[src/rtl/mem_port_arbiter_pkg.sv]
// mem_port_arbiter_pkg: shared encodings and limits for the IF/MEM memory port arbiter
package mem_port_arbiter_pkg;
  typedef enum logic [1:0] {
    ARB_IDLE = 2'd0,
    ARB_BUSY = 2'd1,
    ARB_RESP = 2'd2
  } arb_state_t;
  typedef enum logic {
    OWN_IF  = 1'b0,
    OWN_MEM = 1'b1
  } owner_t;
  localparam int WAIT_MAX = 15;
  localparam int TIMER_W  = 4;
endpackage

[src/rtl/mem_port_arbiter_timer.sv]
// access_timer: loadable down-counter that flags the last cycle of a memory access
module access_timer
  import mem_port_arbiter_pkg::*;
(
  input  logic               clk,
  input  logic               rst,
  input  logic               load,
  input  logic [TIMER_W-1:0] load_val,
  input  logic               dec,
  output logic               zero
);
  logic [TIMER_W-1:0] count;
  // load wins over decrement; the count parks at zero
  always_ff @(posedge clk or posedge rst)
    if (rst) count <= '0;
    else if (load) count <= load_val;
    else if (dec && count != '0) count <= count - 1'b1;
  assign zero = count == '0;
endmodule

[src/rtl/mem_port_arbiter.sv]
// mem_port_arbiter: round-robin sharing of one fixed-latency memory between IF and MEM
module mem_port_arbiter
  import mem_port_arbiter_pkg::*;
#(
  parameter int ADDR_W      = 32,
  parameter int DATA_W      = 32,
  parameter int WAIT_CYCLES = 2
) (
  input  logic              clk,
  input  logic              rst,
  input  logic              if_req,
  input  logic [ADDR_W-1:0] if_addr,
  output logic              if_ready,
  output logic [DATA_W-1:0] if_rdata,
  output logic              if_stall,
  input  logic              mem_req,
  input  logic              mem_we,
  input  logic [ADDR_W-1:0] mem_addr,
  input  logic [DATA_W-1:0] mem_wdata,
  output logic              mem_ready,
  output logic [DATA_W-1:0] mem_rdata,
  output logic              mem_stall,
  output logic              sram_en,
  output logic              sram_we,
  output logic [ADDR_W-1:0] sram_addr,
  output logic [DATA_W-1:0] sram_wdata,
  input  logic [DATA_W-1:0] sram_rdata
);
  localparam logic [TIMER_W-1:0] LOAD_VAL = TIMER_W'(WAIT_CYCLES - 1);
  arb_state_t state, state_n;
  owner_t owner, last_grant, grant;
  logic we_q, start, finish, zero;
  assign start  = state == ARB_IDLE && (if_req || mem_req);
  assign finish = state == ARB_BUSY && zero;
  access_timer u_timer (
    .clk      (clk),
    .rst      (rst),
    .load     (start),
    .load_val (LOAD_VAL),
    .dec      (state == ARB_BUSY),
    .zero     (zero)
  );
  // round-robin pick: on a tie the requester not served last time wins
  always_comb begin
    grant = (if_req && mem_req) ? ((last_grant == OWN_IF) ? OWN_MEM : OWN_IF)
          : (mem_req ? OWN_MEM : OWN_IF);
  end
  // next state: IDLE -> BUSY on grant, BUSY -> RESP on timer expiry, RESP -> IDLE always
  always_comb begin
    state_n = state;
    state_n = start ? ARB_BUSY : finish ? ARB_RESP : (state == ARB_RESP) ? ARB_IDLE : state;
  end
  // state register
  always_ff @(posedge clk or posedge rst)
    if (rst) state <= ARB_IDLE;
    else state <= state_n;
  // latch the granted request so the memory sees stable inputs for the whole access
  always_ff @(posedge clk or posedge rst)
    if (rst) begin
      owner      <= OWN_IF;
      last_grant <= OWN_IF;
      we_q       <= 1'b0;
      sram_addr  <= '0;
      sram_wdata <= '0;
    end else if (start) begin
      owner      <= grant;
      last_grant <= grant;
      we_q       <= grant == OWN_MEM && mem_we;
      sram_addr  <= (grant == OWN_MEM) ? mem_addr : if_addr;
      if (grant == OWN_MEM) sram_wdata <= mem_wdata;
    end
  // capture read data for the owner only; stores leave mem_rdata untouched
  always_ff @(posedge clk or posedge rst)
    if (rst) begin
      if_rdata  <= '0;
      mem_rdata <= '0;
    end else if (finish) begin
      if (owner == OWN_IF) if_rdata <= sram_rdata;
      else if (!we_q) mem_rdata <= sram_rdata;
    end
  assign sram_en   = state == ARB_BUSY;
  assign sram_we   = sram_en && we_q;
  assign if_ready  = state == ARB_RESP && owner == OWN_IF;
  assign mem_ready = state == ARB_RESP && owner == OWN_MEM;
  assign if_stall  = if_req && !if_ready;
  assign mem_stall = mem_req && !mem_ready;
endmodule

[config.mk]
export PLATFORM = sky130hd
export DESIGN_NAME = mem_port_arbiter
export DESIGN_NICKNAME = d
export VERILOG_FILES = /design/src/rtl/mem_port_arbiter_pkg.sv /design/src/rtl/mem_port_arbiter_timer.sv /design/src/rtl/mem_port_arbiter.sv
export SDC_FILE = /design/constraint.sdc
export NUM_CORES = 1
export LEC_CHECK = 0
export CORE_MARGIN = 2
export CORE_UTILIZATION = 45
export CTS_CLUSTER_DIAMETER = 150
export DETAILED_ROUTE_END_ITERATION = 7
export GPL_TIMING_DRIVEN = 0
export PLACE_DENSITY = 0.87
export SLEW_MARGIN = 20
export SYNTH_ARGS = -nofsm -noshare
export SYNTH_HDL_FRONTEND = slang
export SYNTH_HIERARCHICAL = 1
export SYNTH_SLANG_ARGS = --single-unit
[constraint.sdc]
create_clock -name clk -period 12.75 [get_ports clk]
set_clock_uncertainty 0.15 [all_clocks]
set_input_delay 1.275 -clock clk [delete_from_list [all_inputs] [get_ports clk]]
set_output_delay 1.275 -clock clk [all_outputs]
set_load 0.01 [all_outputs]
=== Yosys cells after proc, flatten, opt, wreduce, memory -nomap -nowiden ===
Cells that the tools add are included.

* Shift-type cells: 0
* Eq/ne operators: 2
* Mux-type cells: 9
* Div/mod/pow operators: 0
* Bitwise operators: 2
* $add $sub $neg: 1
* $mul: 0
* Reduce and logical (&&, ||, !) cells: 21
* Order comparisons: 0

{| class="wikitable"
|+ Operators with widths
! cell !! number
|-
| $mux 32 || 1
|-
| $logic_and 1x1->1 || 10
|-
| $mux 4 || 2
|-
| $mux 2 || 3
|-
| $logic_not 4->1 || 1
|-
| $reduce_and 2->1 || 2
|-
| $reduce_bool 4->1 || 1
|-
| $sub 4x1->4 const B || 1
|-
| $mux 1 || 3
|-
| $reduce_and 3->1 || 1
|-
| $reduce_bool 3->1 || 1
|-
| $eq 2x1->1 const B || 1
|-
| $eq 2x2->1 const B || 1
|-
| $logic_not 1->1 || 2
|-
| $logic_not 2->1 || 1
|-
| $not 1->1 || 2
|-
| $reduce_bool 2->1 || 1
|-
| $logic_or 1x1->1 || 1
|}

* Latch bits: 0
* Input port bits: 133
* Memory bits (read-only): 0
* Memories: 0
* Output and inout bits: 134
* Register bits: 136
* Logic and storage cells: 43
* Bits in writable memories: 0

=== Depth between registers and ports, before layout ===
* Depth after elaboration: 4
* Depth in mapped cells: 8
* Depth with buffers taken out: 7

=== Cells and area by module ===
The synthesis kept the hierarchy.

{| class="wikitable"
|+ By module, submodules not included
! module !! area each (µm²) !! cells an instance !! times used !! seq. area each (µm²)
|-
| mem_port_arbiter || 5,467.7 || 334 || 1 || 3,303.2
|-
| access_timer || 261.5 || 28 || 1 || 100.1
|}

=== Least setup slack after synthesis ===
Ideal clock, no wire load.

* Path type: input-to-output
* Start: input port if_req
* End: output port if_stall
* Cell stages on the path: 1
* Buffers on the path: 0
* Data required time: 11,325 ps
* Arrival: 1,472 ps
* Setup slack: 9,853 ps
* Cells stage by stage: nor2b_1

* Word-level cells in the longest chain between the ends: 1

{| class="wikitable"
|+ RTL lines
! element !! line !! RTL
|-
| start, declared || mem_port_arbiter.sv:11 || <nowiki>input logic if_req,</nowiki>
|-
| $logic_and 1x1->1 || mem_port_arbiter.sv:85 || <nowiki>assign if_stall = if_req && !if_ready;</nowiki>
|-
| end, declared || mem_port_arbiter.sv:15 || <nowiki>output logic if_stall,</nowiki>
|}

No other way between the ends.

=== Worst setup path in the final report ===
Ends and elaborated chain as after synthesis.

==> impl_table.tex <==
\begin{tabular}{lr}
\hline
Metric & Value \\
\hline
\multicolumn{2}{l}{\textbf{Final layout}} \\
\quad Most used cells in the layout excluding fill and tap cells & clkdlybuf4s50\_1, dfrtp\_1, mux2\_2 \\
\quad Total of fill cells in the finished design & 857 \\
\quad Final standard cell area without fillers & 0.00924 sq mm \\
\quad Layout Area Growth over Synthesis & 61.3\% \\
\quad Final-stage net count & roughly 800 \\
\quad Antenna Cells & 0 \\
\quad Share of post-route cells with drive strength above 1 & 31.9\% \\
\quad Number of standard cells in the final layout excluding fillers & about 830 \\
\quad Most common cell after layout, fill and taps aside & clkdlybuf4s50\_1 \\
\multicolumn{2}{l}{\textbf{Timing}} \\
\quad Hold Slack & approximately 350 ps \\
\quad Actual transition at the worst max-transition pin & a little under 700 ps \\
\quad Share of the cycle needed by the critical path after routing & 30.7\% \\
\quad Hold Fails Final Rpt & 0 \\
\quad Worst rel slew slack & 53.3\% \\
\quad Crit path time final & 3910 ps \\
\quad Setup repair after global routing missed its margin & no \\
\quad Maximum clock frequency & 256 MHz \\
\quad Finish-stage setup viols & 0 \\
\quad Count of final max-slew check failures & 0 \\
\quad Post-route setup TNS & 0 ps \\
\multicolumn{2}{l}{\textbf{Power}} \\
\quad Int Power & about 1.6 mW \\
\quad P\_sw & 0.673 mW \\
\quad Switching power as a share of total power & 29.8\% \\
\quad Leakage dissipation & 3.99 nW \\
\quad Clock power frac & 21.5\% \\
\quad Sequential Power Share & roughly a third \\
\quad Share of power burned in combinational logic & 44.7\% \\
\quad Worst vdd rail ir drop & 0.145 mV \\
\quad Areal power density over the cells & 245 mW/mm\^{}2 \\
\multicolumn{2}{l}{\textbf{Hold path}} \\
\quad Endpoint of the worst hold path & sram\_addr[3]\$\_DFFE\_PP0N\_ \\
\quad Min-Delay Path Depth & 1 \\
\quad Beginning of the worst hold path & sram\_addr[3]\$\_DFFE\_PP0N\_ \\
\quad Class of the tightest hold or removal check & register to register \\
\multicolumn{2}{l}{\textbf{Synth}} \\
\quad Dominant register cell in the synthesized netlist & dfrtp\_1 \\
\quad Total of flip-flops plus latches after synthesis & 136 \\
\quad Sequential fraction of the synthesis area & 59.4\% \\
\quad Complex-gate fraction of the synthesized area & 1.55\% \\
\quad Gate count after technology mapping & 362 \\
\quad Largest family of logic cells by synthesized area & multiplexers \\
\quad Fraction of synthesized area in multiplexers & 33.3\% \\
\quad Number of synthesized flops with an enable pin & 0 \\
\quad Average cell area after synthesis & roughly 16 sq um \\
\quad Area fraction in and, or, nand and nor cells after synthesis & 2.88\% \\
\quad Distinct cells, synth & 34 \\
\quad Synth Area in Adders & 0.218\% \\
\quad XOR/XNOR share of the synthesized area & 0\% \\
\quad Post-Syn Area & 0.00573 sq mm \\
\quad Post-synth ARST share & 100\% \\
\quad Count of synthesis-stage warnings from yosys & 6 \\
\multicolumn{2}{l}{\textbf{Flow run}} \\
\quad Max Cap Violations & 0 \\
\multicolumn{2}{l}{\textbf{CTS}} \\
\quad Postcts setup bufs & 0 \\
\quad Hold buffers post-CTS & 0 \\
\quad CTS H-tree lvls & 4 \\
\quad Number of buffers inserted during clock tree synthesis & 17 \\
\quad Clock edge transition at the registers on the reported setup and hold paths & 50 ps \\
\quad CTS tree & done \\
\quad Root Buffer Master & clkbuf\_16 \\
\quad Clock buffer depth & 2 \\
\quad TritonCTS Sinks & roughly 140 \\
\quad Resize count post-CTS & 0 \\
\quad Clock latency reported for the late side of the worst-skew pair & slightly above 400 ps \\
\multicolumn{2}{l}{\textbf{Placement}} \\
\quad Cell area after placement & 0.00865 sq mm \\
\quad DP HPWL & 11800 um \\
\quad Dpl cells & 803 \\
\quad Final weighted congestion in routability-driven placement & 0.767 \\
\quad Port Buf Inserts & 266 \\
\multicolumn{2}{l}{\textbf{Critical path}} \\
\quad Endpoint of the lowest-slack register-to-register path & if\_rdata[5]\$\_DFFE\_PP0P\_ \\
\quad Required @ worst endpoint & 11320 ps \\
\quad Launch point of the worst reg-to-reg path & u\_timer/count[0]\$\_DFFE\_PP0P\_ \\
\quad Top cell family by delay on the critical path & buffers and inverters \\
\quad Critical Path Most Common Cell & clkdlybuf4s50\_1 \\
\quad Reg2Reg Depth & 8 \\
\quad Register-to-register setup slack & approximately 9900 ps \\
\quad Largest fanout of any net on the critical path & 3 \\
\quad Master of the slowest instance on the critical path & clkdlybuf4s50\_1 \\
\quad Type of element launching the critical path & input port \\
\quad Total buffers and inverters traversed by the critical path & 2 \\
\quad Critical path start-end classification & input port to primary output \\
\quad Sort of element at the end of the critical path & primary output \\
\quad Ordered cell list for the critical path & clkdlybuf4s50\_1 -> nor2b\_1 -> clkdlybuf4s50\_1 \\
\quad Biggest cell delay along the critical path & 550 ps \\
\quad Data arrival time of the critical path & 2480 ps \\
\multicolumn{2}{l}{\textbf{Floorplan}} \\
\quad Die extent in x & 117 um \\
\quad I/O pins & 267 \\
\quad Overall die area & 0.0137 sq mm \\
\quad Area inside the core boundary & 0.0125 sq mm \\
\quad Starting density of the core & 45.8\% \\
\quad Number of placement rows & a little over 40 \\
\quad Die height & between 100 and 150 um \\
\multicolumn{2}{l}{\textbf{Routing}} \\
\quad Aggregate routed wire length & around 16000 um \\
\quad Count of nets left with antenna violations after detail routing & 0 \\
\quad Iteration-0 DRC Markers & 122 \\
\quad DR vias & 4097 \\
\quad Via density per instance & 4.91 \\
\quad Avg WL per Cell & about 19 um \\
\quad DRT Pass-1 Iters & 4 \\
\quad DRC & 0 \\
\multicolumn{2}{l}{\textbf{Global route}} \\
\quad Leftover overflow at the end of global routing & 0 \\
\quad Antenna violations before repair & 0 \\
\quad Vias in the first global route & 4538 \\
\quad Pin count of the biggest net entering global routing & 71 \\
\quad Global-route wire length before repair & 23500 um \\
\quad Global routing usage summed across all routing layers & 23.2\% \\
\multicolumn{2}{l}{\textbf{Status}} \\
\quad Outcome & finished, final reports clean \\
\hline
\end{tabular}
## power groups by stage
stage | logic, mW | clock network, mW | registers (mW)
finish | 1.01 | 0.485 | 0.765
global placement | 0.982 | 0 | 0.751
CTS | 1.02 | 0.490 | 0.767
floorplan | 0.369 | 0 | 0.850
global route | 1.07 | 0.512 | 0.790
detailed placement | 1.01 | 0 | 0.771
## worst max path at each step
| stage | start | to | slack [ps] | cells past startpoint |
|---|---|---|---|---|
| 2_1_floorplan | rst | if_rdata[0]$_DFFE_PP0P_ | 7800 | 1 |
| 3_3_place_gp | rst | mem_rdata[12]$_DFFE_PP0P_ | 6220 | 2 |
| 3_5_place_dp | if_req | if_stall | 8840 | 3 |
| 4_1_cts | if_req | if_stall | 8840 | 3 |
| 5_1_grt | if_req | if_stall | 8820 | 3 |
| 6_report | if_req | if_stall | 8840 | 3 |
## layout make-up
type | count | area, sq um | area share [%]
Sequential cell | 136 | 3400 | 36.8
Timing Repair Buffer | 267 | 2690 | 29.1
Multi-Input combinational cell | 201 | 2190 | 23.7
Clock buffer | 21 | 470 | 5.09
Tap cell | 172 | 215 | 2.33
Clock inverter | 10 | 121 | 1.31
Buffer | 19 | 115 | 1.25
Inverter | 8 | 35.0 | 0.379
## stage by stage
stage	utilization, %	worst slack, ps	power, mW
2_1_floorplan	-	7800	1.22
3_3_place_gp	68.8	6220	1.73
3_5_place_dp	69.1	8840	1.78
4_1_cts	73.8	8840	2.28
5_1_grt	73.8	8820	2.38
6_report	73.8	8840	2.26
## worst reg2reg max path, delay by kind of cell (launching register included)
family,cells,cell delay [ps]
mux,1,380
simple gates,3,980
buf+inv,3,590
flops,1,380
fa+ha+maj,1,230
## sequential cells by signal, indices dropped and copies added (netlist names)
signal / count
last_grant: 1
state: 2
mem_rdata: 32
u_timer/count: 4
if_rdata: 32
we_q: 1
sram_wdata: 32
sram_addr: 32
## metal layers
| layer | wire (um) | GRT usage (%) | up-vias |
|---|---|---|---|
| met5 | 0 | 0 | - |
| met4 | 482 | 10.8 | 0 |
| met3 | 1460 | 9.58 | 35 |
| met2 | 8050 | 40.4 | 184 |
| met1 | 5580 | 24.5 | 2016 |
| li1 | - | - | 1862 |
## cells by family after synthesis
| group | after synthesis |
|---|---|
| muxes | 160 |
| DFF | 136 |
| buffers and inverters | 27 |
| and+or+nand+nor | 23 |
| AOI/OAI and AO/OA | 13 |
| other | 2 |
| adders and majority gates | 1 |
## synthesized netlist by cell type, drive strengths merged, types with 2 or more instances
library cell / instances / share of area, %
clkbuf: 4 / 0.26
nor3b: 3 / 0.39
nor3: 3 / 0.44
a21oi: 3 / 0.26
buf: 15 / 1.7
mux2: 160 / 33
nand2: 3 / 0.20
nor2b: 3 / 0.33
inv: 8 / 0.52
o21ai: 3 / 0.26
conb: 2 / 0.13
nand2b: 2 / 0.22
dfrtp: 136 / 59
nor2: 2 / 0.13
No activity file was read; power rests on OpenSTA's default activity.
==> variant, RTL diff (config.mk and constraints unchanged) <==
Encoding of `arb_state_t`: now one-hot (3 bits for 3 states).
--- a/src/rtl/mem_port_arbiter_pkg.sv
+++ b/src/rtl/mem_port_arbiter_pkg.sv
@@ -1,8 +1,8 @@
 // mem_port_arbiter_pkg: shared encodings and limits for the IF/MEM memory port arbiter
 package mem_port_arbiter_pkg;
-  typedef enum logic [1:0] {
-    ARB_IDLE = 2'd0,
-    ARB_BUSY = 2'd1,
-    ARB_RESP = 2'd2
+  typedef enum logic [2:0] {
+    ARB_IDLE = 3'b001,
+    ARB_BUSY = 3'b010,
+    ARB_RESP = 3'b100
   } arb_state_t;
   typedef enum logic {
Behaviour: no difference found for any inputs over 10 cycles, from zero or initial values and one cycle with rst high; not proved beyond that.
==> variant against the original RTL <==
Total power up 4.7%. Worst hold slack worse by 0.0057 ns. Final area up 1.2%. Cell count up 2.2%. Non-clock buffer count up 10. Setup slack worse by 0.50 ns. Highest routed layer unchanged. Register-to-register slack better by 0.36 ns. Core utilization up 0.57 points. Sequential cell count up 1. Area after synthesis up 0.35%. Wire length up 5.3%.
==> variant: results (changes against the original RTL) <==
* Outcome: completed
* Clk cell area share at 7.29% (+0.89 points)
* Switching Fraction at 29.7% (-0.067 points)
* Area contributors post-synth: dfrtp_1 59%, mux2_2 13%, mux2_4 7.6%
* Multi-input gates at 205 (+2.0%)
* Hold Path Sink: if_rdata[26]
* CTS Sinks at 137 (+0.74%)
* RR Startpoint: state[0]
* Synth cell types at 41 (+21%)
* Vias at 4,460 (+8.9%)
* CP arrival at 2.98 ns (+0.50 ns)
* Placement Cell Area at 8670 um2 (+0.23%)
* Placement Setup Slack at 8.40 ns (-0.440 ns)
* Die Footprint at 13,700 um2 (+0.33%)
* Worst Max-Slew Pin Slew at 0.559 ns (-0.137 ns)
* Number of fill cells at 784 (-8.5%)
* R2r worst-path depth at 7 (-1)
* Reg-to-Reg End: u_timer/count[3]
* GRT Total Usage at 24.0% (+0.84 points)
* Max IR drop VDD at 0.000124 V (-14%)
* DRT iter0 DRCs at 268 (+120%)
* Final instance area at 9350 um2 (+1.2%)
* Final net count at 801 (+2.2%)
* Clock buf count at 22 (+4.8%)
* RD Place Congestion at 0.816 (+6.4%)
* Multi-input combinational area share at 22.3% (-1.4 points)
* Post-synth top cells: 136 x dfrtp_1, 67 x mux2_2, 32 x a2bb2oi_1, 32 x o32ai_1, 29 x mux2_4
* Drt wl/cell at 19.2 um (+3.1%)
* Mean Syn Cell Area at 15.2 um2 (-4.2%)
* Hold Crit Start: if_rdata[26]
* Ratio of cells with drive above 1 in the final layout at 22.6% (-9.2 points)
* Hold WS at 0.347 ns (-0.00573 ns)
* Fraction of area in registers at 36.7% (-0.15 points)
* Bufs w/o clock at 296 (+3.5%)
* First-pass GRT wire length at 24,700 um (+5.1%)
* Final non-clock buffer share at 31.0% (+0.59 points)
* Logic inverters at 10 (+2)
* Leakage Power at 4.01 nW (+0.60%)
* R2R Setup Slk at 10.29 ns (+0.36 ns)
* Largest net degree at the start of global routing at 76 (+7.0%)
* Vias in the first global route at 4,804 (+5.9%)
[variant: routing by layer]
layer	track usage (%)	part of all wire [%]
met1	26.2	37
met2	41.6	52
met3	8.55	8.3
met4	11.7	2.8
met5	0	0
[variant: cell families after synthesis]
| family | synth area share, % |
|---|---|
| DFF | 59.7 |
| other | 0.131 |
| and+or+nand+nor | 3.53 |
| muxes | 20.9 |
| buffers and inverters | 4.20 |
| AOI/OAI and AO/OA | 11.4 |
| adders and majority gates | 0.218 |
[variant: power by group through the flow]
stage / registers [mW] / logic, mW / clock network [mW]
2_1_floorplan: 0.867 / 0.370 / 0
3_3_place_gp: 0.776 / 0.985 / 0
3_5_place_dp: 0.790 / 1.02 / 0
4_1_cts: 0.790 / 1.03 / 0.564
5_1_grt: 0.813 / 1.08 / 0.583
6_report: 0.790 / 1.02 / 0.555
[variant: worst max-delay path, cell delays in order]
cell	delay, ns
clkdlybuf4s50_1	0.44
inv_1	0.21
buf_1	0.40
nor2_1	0.13
clkdlybuf4s50_1	0.52
